**src/rtl/mips_ctrl_pkg.sv**
```systemverilog
// Shared types and encodings for the multicycle MIPS control unit:
// FSM states, opcode/funct constants and ALU operation codes.
package mips_ctrl_pkg;

    localparam int unsigned OP_W   = 6;
    localparam int unsigned ALU_W  = 3;
    localparam int unsigned CNT_W  = 8;

    typedef enum logic [3:0] {
        IDLE, FETCH, DECODE, MEMADR, MEMRD, MEMWB, MEMWR,
        EXEC, ALUWB, BRANCH, ADDIEX, ADDIWB, JUMP, HALT
    } state_e;

    localparam logic [OP_W-1:0] OP_RTYPE = 6'b000000;
    localparam logic [OP_W-1:0] OP_LW    = 6'b100011;
    localparam logic [OP_W-1:0] OP_SW    = 6'b101011;
    localparam logic [OP_W-1:0] OP_BEQ   = 6'b000100;
    localparam logic [OP_W-1:0] OP_BNE   = 6'b000101;
    localparam logic [OP_W-1:0] OP_ADDI  = 6'b001000;
    localparam logic [OP_W-1:0] OP_J     = 6'b000010;

    localparam logic [OP_W-1:0] FN_ADD   = 6'b100000;
    localparam logic [OP_W-1:0] FN_SUB   = 6'b100010;
    localparam logic [OP_W-1:0] FN_AND   = 6'b100100;
    localparam logic [OP_W-1:0] FN_OR    = 6'b100101;
    localparam logic [OP_W-1:0] FN_SLT   = 6'b101010;

    localparam logic [ALU_W-1:0] ALU_AND = 3'b000;
    localparam logic [ALU_W-1:0] ALU_OR  = 3'b001;
    localparam logic [ALU_W-1:0] ALU_ADD = 3'b010;
    localparam logic [ALU_W-1:0] ALU_SUB = 3'b110;
    localparam logic [ALU_W-1:0] ALU_SLT = 3'b111;

endpackage

```
**src/rtl/alu_decoder.sv**
```systemverilog
// Combinational Funct -> ALU operation decode; flags unsupported Funct codes.
module alu_decoder
    import mips_ctrl_pkg::*;
(
    input  logic [OP_W-1:0]  i_funct,
    output logic [ALU_W-1:0] o_alu_ctrl_c,
    output logic             o_funct_ok_c
);

    always_comb begin
        o_alu_ctrl_c = ALU_ADD;
        o_funct_ok_c = 1'b1;
        case (i_funct)
            FN_ADD:  o_alu_ctrl_c = ALU_ADD;
            FN_SUB:  o_alu_ctrl_c = ALU_SUB;
            FN_AND:  o_alu_ctrl_c = ALU_AND;
            FN_OR:   o_alu_ctrl_c = ALU_OR;
            FN_SLT:  o_alu_ctrl_c = ALU_SLT;
            default: o_funct_ok_c = 1'b0;
        endcase
    end

endmodule

```
**src/rtl/mips_multicycle_ctrl.sv**
```systemverilog
// Multicycle MIPS control FSM with memory wait handling and timeout halt.
// Define MIPS_CTRL_BNE_EN to add bne support (otherwise opcode 000101 is illegal).
module mips_multicycle_ctrl
    import mips_ctrl_pkg::*;
#(
    parameter int unsigned MEM_TIMEOUT = 15
) (
    input  logic             clk,
    input  logic             rst,
    input  logic [OP_W-1:0]  Opcode,
    input  logic [OP_W-1:0]  Funct,
    input  logic             zero,
    input  logic             mem_ready,
    output logic             mem_req,
    output logic             IorD,
    output logic             MemWrite,
    output logic             IRWrite,
    output logic             RegDst,
    output logic             MemtoReg,
    output logic             RegWrite,
    output logic             ALUSrcA,
    output logic [1:0]       ALUSrcB,
    output logic [1:0]       PCSrc,
    output logic [ALU_W-1:0] ALU_Control,
    output logic             PCEn,
    output logic             illegal,
    output logic             mem_err
);

    state_e             r_state;
    state_e             w_state_nxt;
    logic [CNT_W-1:0]   r_wait_cnt;
    logic               r_mem_err;
    logic               r_funct_bad;
    logic               w_mem_wait;
    logic               w_timeout;
    logic               w_branch_take;
    logic [ALU_W-1:0]   w_alu_ctrl;
    logic               w_funct_ok;
`ifdef MIPS_CTRL_BNE_EN
    logic               r_is_bne;
`endif

    alu_decoder u_alu_decoder (
        .i_funct      (Funct),
        .o_alu_ctrl_c (w_alu_ctrl),
        .o_funct_ok_c (w_funct_ok)
    );

`ifdef MIPS_CTRL_BNE_EN
    assign w_branch_take = zero ^ r_is_bne;
`else
    assign w_branch_take = zero;
`endif

    assign mem_err = r_mem_err;

    // State, wait counter and sticky/latched flags
    always_ff @(posedge clk or negedge rst) begin
        if (!rst) begin
            r_state     <= IDLE;
            r_wait_cnt  <= '0;
            r_mem_err   <= 1'b0;
            r_funct_bad <= 1'b0;
`ifdef MIPS_CTRL_BNE_EN
            r_is_bne    <= 1'b0;
`endif
        end else begin
            r_state    <= w_state_nxt;
            r_wait_cnt <= w_mem_wait ? r_wait_cnt + CNT_W'(1) : '0;
            r_mem_err  <= r_mem_err | w_timeout;
            if (r_state == EXEC) r_funct_bad <= ~w_funct_ok;
`ifdef MIPS_CTRL_BNE_EN
            if (r_state == DECODE) r_is_bne <= (Opcode == OP_BNE);
`endif
        end
    end

    // Next state and Moore/Mealy control outputs
    always_comb begin
        w_state_nxt = r_state;
        mem_req     = 1'b0;
        IorD        = 1'b0;
        MemWrite    = 1'b0;
        IRWrite     = 1'b0;
        RegDst      = 1'b0;
        MemtoReg    = 1'b0;
        RegWrite    = 1'b0;
        ALUSrcA     = 1'b0;
        ALUSrcB     = 2'b00;
        PCSrc       = 2'b00;
        ALU_Control = ALU_AND;
        PCEn        = 1'b0;
        illegal     = 1'b0;
        w_mem_wait  = 1'b0;
        w_timeout   = 1'b0;

        case (r_state)
            IDLE: w_state_nxt = FETCH;
            FETCH: begin
                mem_req     = 1'b1;
                ALUSrcB     = 2'b01;
                ALU_Control = ALU_ADD;
                if (mem_ready) begin
                    IRWrite     = 1'b1;
                    PCEn        = 1'b1;
                    w_state_nxt = DECODE;
                end
            end
            DECODE: begin
                ALUSrcB     = 2'b11;
                ALU_Control = ALU_ADD;
                case (Opcode)
                    OP_LW, OP_SW: w_state_nxt = MEMADR;
                    OP_RTYPE:     w_state_nxt = EXEC;
                    OP_BEQ:       w_state_nxt = BRANCH;
`ifdef MIPS_CTRL_BNE_EN
                    OP_BNE:       w_state_nxt = BRANCH;
`endif
                    OP_ADDI:      w_state_nxt = ADDIEX;
                    OP_J:         w_state_nxt = JUMP;
                    default: begin
                        illegal     = 1'b1;
                        w_state_nxt = FETCH;
                    end
                endcase
            end
            MEMADR, ADDIEX: begin
                ALUSrcA     = 1'b1;
                ALUSrcB     = 2'b10;
                ALU_Control = ALU_ADD;
                if (r_state == ADDIEX) w_state_nxt = ADDIWB;
                else                   w_state_nxt = (Opcode == OP_SW) ? MEMWR : MEMRD;
            end
            MEMRD: begin
                mem_req = 1'b1;
                IorD    = 1'b1;
                if (mem_ready) w_state_nxt = MEMWB;
            end
            MEMWR: begin
                mem_req  = 1'b1;
                IorD     = 1'b1;
                MemWrite = 1'b1;
                if (mem_ready) w_state_nxt = FETCH;
            end
            MEMWB: begin
                MemtoReg    = 1'b1;
                RegWrite    = 1'b1;
                w_state_nxt = FETCH;
            end
            EXEC: begin
                ALUSrcA     = 1'b1;
                ALU_Control = w_alu_ctrl;
                illegal     = ~w_funct_ok;
                w_state_nxt = ALUWB;
            end
            ALUWB: begin
                RegDst      = 1'b1;
                RegWrite    = ~r_funct_bad;
                w_state_nxt = FETCH;
            end
            BRANCH: begin
                ALUSrcA     = 1'b1;
                ALU_Control = ALU_SUB;
                PCSrc       = 2'b01;
                PCEn        = w_branch_take;
                w_state_nxt = FETCH;
            end
            ADDIWB: begin
                RegWrite    = 1'b1;
                w_state_nxt = FETCH;
            end
            JUMP: begin
                PCSrc       = 2'b10;
                PCEn        = 1'b1;
                w_state_nxt = FETCH;
            end
            HALT: w_state_nxt = HALT;
            default: w_state_nxt = IDLE;
        endcase

        // mem_ready wins over a timeout landing in the same cycle
        w_mem_wait = mem_req & ~mem_ready;
        w_timeout  = w_mem_wait && (r_wait_cnt == CNT_W'(MEM_TIMEOUT - 1));
        if (w_timeout) w_state_nxt = HALT;
    end

endmodule
```
**config.mk**
```make
export PLATFORM = sky130hd
export DESIGN_NAME = mips_multicycle_ctrl
export DESIGN_NICKNAME = d
export VERILOG_FILES = /design/src/rtl/mips_ctrl_pkg.sv /design/src/rtl/alu_decoder.sv /design/src/rtl/mips_multicycle_ctrl.sv
export SDC_FILE = /design/constraint.sdc
export NUM_CORES = 1
export LEC_CHECK = 0
export BUFFER_PORTS_ARGS = -buffer_cell sky130_fd_sc_hd__buf_2
export CORE_MARGIN = 2
export CORE_UTILIZATION = 50
export CTS_CLUSTER_DIAMETER = 40
export DETAILED_ROUTE_END_ITERATION = 6
export GPL_ROUTABILITY_DRIVEN = 0
export PLACE_DENSITY = 0.88
export SLEW_MARGIN = 10
export SYNTH_ARGS = -nofsm -noshare
export SYNTH_HDL_FRONTEND = slang
export SYNTH_HIERARCHICAL = 1
export SYNTH_SLANG_ARGS = --single-unit
```
**constraint.sdc**
```tcl
create_clock -name clk -period 2.2 [get_ports clk]
set_input_delay 0.44 -clock clk [delete_from_list [all_inputs] [get_ports clk]]
set_output_delay 0.44 -clock clk [all_outputs]
set_load 0.02 [all_outputs]
```
---- After elaboration in Yosys (flattened, before gate mapping) ----
Index checks and enable logic that the tools add are counted.
word-level totals
  input bits .............................. 16
  register bits ........................... 14
  output and inout port bits .............. 18
operators by class
  bitwise logic cells ..................... 5
  equal/unequal tests ..................... 27
  reduce and logical (&&, ||, !) cells .... 14
  multiplexer cells ....................... 26
  add/sub/neg operators ................... 1
operators with widths
  operator                                              count
  equality test 6 bit (second input constant)           7
  case mux 4 bit (8 select lines)                       1
  equality test 4 bit (second input constant)           6
  2-to-1 mux 4 bit                                      5
  case mux 4 bit (5 select lines)                       1
  equality test 4 x 3 -> 1 bit (second input constant)  4
  case mux 3 bit (4 select lines)                       1
  OR reduction 6 bit                                    2
  2-to-1 mux 1 bit                                      10
  inequality test 3 bit (second input constant)         3
  case mux 3 bit (3 select lines)                       1
  adder 8 x 1 -> 8 bit (second input constant)          1
  equality test 4 x 2 -> 1 bit (second input constant)  2
  equality test 8 x 4 -> 1 bit (second input constant)  1
  2-to-1 mux 8 bit                                      1
  OR reduction 2 bit                                    4
  OR reduction 4 bit                                    2
  equality test 6 x 2 -> 1 bit (second input constant)  1
  equality test 6 x 3 -> 1 bit (second input constant)  1
  equality test 6 x 4 -> 1 bit (second input constant)  1
  logical NOT 6 bit                                     1
  case mux 2 bit (3 select lines)                       1
  OR reduction 5 bit                                    1
  equality test 4 x 1 -> 1 bit (second input constant)  1
  other kinds (11)                                      14

---- Logic depth before layout (Yosys ltp) ----
  depth in word-level cells ............... 7
  gate-level depth with buffers ........... 6

---- Hierarchy ----
Netlist, hierarchy kept.
by module, submodules not included
  module                times used  area an instance (µm²)  cells each  sequential area each (µm²)
  mips_multicycle_ctrl  1           1,091.0                 131         350.3
  alu_decoder           1           86.3                    9           0.0

---- Least setup slack after synthesis ----
OpenSTA, ideal clock, no wires.
  kind .................................... reg-to-output
  from .................................... register r_state[3]
  to ...................................... output port ALU_Control[1]
  cell stages (with the launch flop) ...... 4
  buffers on the path ..................... 1
  setup slack ............................. 0.278 ns
  arrival ................................. 1.482 ns
  cells stage by stage .................... dfrtp_1 buf_2 a211oi_1 a21o_1
between the ends
  longest elaborated chain between the ends .. 3
  elaborated cells on any way between the ends .. 8
  those cells by class .................... 6 x eq/ne; 1 x mux; 1 x reduce/logical
ends and longest elaborated chain
  element                                            RTL line                    text
  start, declared                                    mips_multicycle_ctrl.sv:30  state_e r_state;
  start signal, assigned                             mips_multicycle_ctrl.sv:69  r_state <= w_state_nxt;
  equality test 4 bit, or another cell as far along  mips_multicycle_ctrl.sv:98  case (r_state)
  OR reduction 4 bit (no source line)                --
  case mux 3 bit (3 select lines) (*)                mips_multicycle_ctrl.sv:98
  end, declared                                      mips_multicycle_ctrl.sv:24  output logic [ALU_W-1:0] ALU_Control,
Mark *: on every way between the ends. The rest lies on a longest branch, timed or not.

---- Worst setup path in the final report ----
  from .................................... input port Funct[4]
  to ...................................... output port ALU_Control[1]
between the ends
  longest elaborated chain between the ends .. 3
  elaborated cells on any way between the ends .. 6
  those cells by class .................... 4 x eq/ne; 2 x mux
ends and longest elaborated chain
  element                              RTL line                    text
  start, declared                      mips_multicycle_ctrl.sv:11  input logic [OP_W-1:0] Funct,
  equality test 6 bit                  alu_decoder.sv:13           case (i_funct)
  case mux 3 bit (4 select lines) (*)  alu_decoder.sv:13
  named net w_alu_ctrl[1]              mips_multicycle_ctrl.sv:38  logic [ALU_W-1:0] w_alu_ctrl;
  case mux 3 bit (3 select lines) (*)  mips_multicycle_ctrl.sv:98
Mark *: on every way through the listed nets, which the timed path passes. The rest lies on a longest branch.

==> results.yml <==
detailed_routing:
  via_per_inst: 5.859
  drtIter0Drc: 62
  drc: 0
  vias: 1166
  ant_nets: 0
  wl_per_cell_um: 13.45
  routed_wl_mm: 2.676
  drtPass1Iterations: 4
die:
  row_count: 17
  die_height_um: 52.53
  die_area_um2: 2759
  ios: 34
  core_area_um2: 2212
  dieWidth_um: 52.53
  initial_core_util_pct: 53.22
logic_synthesis:
  ys.flop_type: "dfrtp_1"
  async_flop_share_pct: 100.0
  synth_top_area_share_pct: 29.76
  ys_top_cells_by_area: "dfrtp_1, nor2_1, xor2_1"
  yosys.area.top_type: "dfrtp_1"
  synth_edf_count: 0
  netlist-cell-type-count: 46
  synth_nets: 158
  synth-warning-count: 6
  synth.ff_latch_count: 14
  syn_inst: 140
  syn_area_um2: 1177
  synth.most_common_cell: "nor2_1"
  synth.avg_cell_area_um2: 8.410
  ys_seq_area_share_pct: 29.76
  synthTopCellsByCount: "nor2_1, dfrtp_1, nand3_1"
cells_and_area:
  syn2layout_area_growth_pct: 17.96
  nets: 191
  antenna_cells: 0
  drive_gt1_share_pct: 33.33
  fin_util_pct: 62.78
worst_setup_path:
  crit_arrival_ns: 1.70
  cp_num_cells: 7
  r2r-end: "r_state[1]"
  critPathSlowestCell: "or4b_4"
  max_stage_delay_ns: 0.50
  critPathRequiredTime_ns: 1.76
  crit_chain: "buf_2, nand2b_4, or4b_4, nand3b_1, o21ai_0, a21o_1, buf_2"
  cp-end-kind: "output pin"
  rr_startpoint: "r_wait_cnt[0]"
  startpoint: "Funct[4]"
  worstSetupPathType: "in -> out"
  crit_path_start_kind: "input pin"
  reg2reg_setup_slack_ns: 0.52
  path_buf_inv: 2
  crit_end: "ALU_Control[1]"
  cp_max_fo: 4
  critPathTopFamily: "simple AND/OR/NAND/NOR gates"
  rr_worst_depth: 6
  crit_top_cell: "buf_2"
timing:
  rsz0062_at_grt: "yes"
  relSlewSlack_pct: 72.73
  fin_ws_ns: 0.06217
  fin_crit_ns: 2.138
  finalHoldViolations: 0
  fmaxAchievable_mhz: 467.8
  setup_viol: 0
  slew_violations: 0
  post-route-period-util_pct: 97.17
  clock-skew-final_ns: 0.003295
  tightest_slew_ns: 0.4088
clock_tree:
  cts_tree: "yes"
  cts_made_buffers: 3
  hold_buffers: 0
  cts_max_level: 1
  clk_latency_ns: 0.27
  cts_root_buf: "clkbuf_4"
  cts.sinks: 14
  path_clk_slew_ns: 0.08
  cts_buffer_depth: 2
min_path:
  min-delay-path-class: "in -> async"
global_routing:
  antenna_found_initial: 0
  grt_pass1_vias: 995
  grt_overflow: 0
  grt_max_degree: 19
  grt_pass1_wl_mm: 4.471
  grt_use_total_pct: 21.79
placed_design:
  dpl_worst_slack_ns: 0.04144
  io_buffers: 33
  hpwlAfterDp_mm: 1.998
power_and_ir_drop:
  ir_worst_vdd_mv: 0.5664
  power.total_w: 0.001316
  power.leakage_nw: 0.6694
  powerDensity_nw_per_um2: 947.3
flow_run:
  cap_violations: 0
outcome:
  outcome: "finished clean"
-- per-stage QoR --
stage	setup TNS (ns)	area, um^2	cells	hold slack, ns
2_1_floorplan	0	1177	140	0.1444
3_3_place_gp	0	1354	196	0.3425
3_5_place_dp	0	1354	196	0.3497
4_1_cts	0	1376	199	0.05163
5_1_grt	-0.01466	1389	199	0.05394
6_report	0	1389	199	0.04143
-- routing by layer --
metal	routed length (um)	global-route usage [%]	vias up	share of wire [%]
met4	55	7.265	0	2.1
met3	210	2.571	9	7.8
met5	0	0	-	0
met1	1111	28.47	530	42
met2	1299	37.08	62	49
li1	-	-	565	-
-- area by class of cell --
type                    count  area, um^2
repair buffers             35       180.2
fillers                   194       823.3
multi-input cells         116       784.5
clock buffers               3       22.52
inverters                   3       11.26
flip-flops and latches     14       355.3
well taps                  28       35.03
-- power by group --
part	internal (W)	total (W)	switching, W	leakage (nW)
combinational	0.000302	0.000719	0.000417	0.474
clock	0.0000633	0.000140	0.0000767	0.0138
sequential	0.000310	0.000457	0.000147	0.182
-- worst min-delay path by stage --
| stage | from | slack (ns) | end | cells past startpoint |
|---|---|---|---|---|
| after CTS | rst | 0.05 | r_wait_cnt[1] | 1 |
| after floorplan | rst | 0.14 | mem_err | 0 |
| after detailed placement | rst | 0.35 | r_wait_cnt[1] | 1 |
| after global routing | rst | 0.05 | mem_err | 1 |
| final | rst | 0.04 | mem_err | 1 |
| after global placement | rst | 0.34 | r_wait_cnt[0] | 1 |
-- layout by cell type (no fill, tap or decap), types with 4 or more instances in the layout --
cell      instances
nor2_1           21
xor2_1            8
nor3_1            7
nand3_1           9
dfrtp_2           4
buf_2            33
a21oi_1           7
o21ai_0           7
nand2_1           5
dfrtp_1          10
nand2b_1          4
-- flip-flops by register name, summed over array words and instances (netlist names) --
signal,flops
r_wait_cnt,8
r_state,4
mem_err,1
r_funct_bad,1
-- what timing repair did --
| action | 4_1_cts | 5_1_grt |
|---|---|---|
| setup endpoints to repair | 0 | 8 |
| resized for setup | 0 | 6 |
| setup buffers | 0 | 0 |
-- logic make-up (layout without fill, tap and decap cells) --
logic type	Yosys count	in the layout	share of synthesized area, %
buffers and inverters	10	41	4.250
flip-flops	14	14	29.76
multiplexers	2	2	1.807
AND/OR/NAND/NOR	75	75	40.06
XOR/XNOR	9	9	6.695
AO/OA/AOI/OAI	28	28	15.30
adder cells (fa/ha/maj)	2	2	2.125
(Power assumes the default switching activity.)
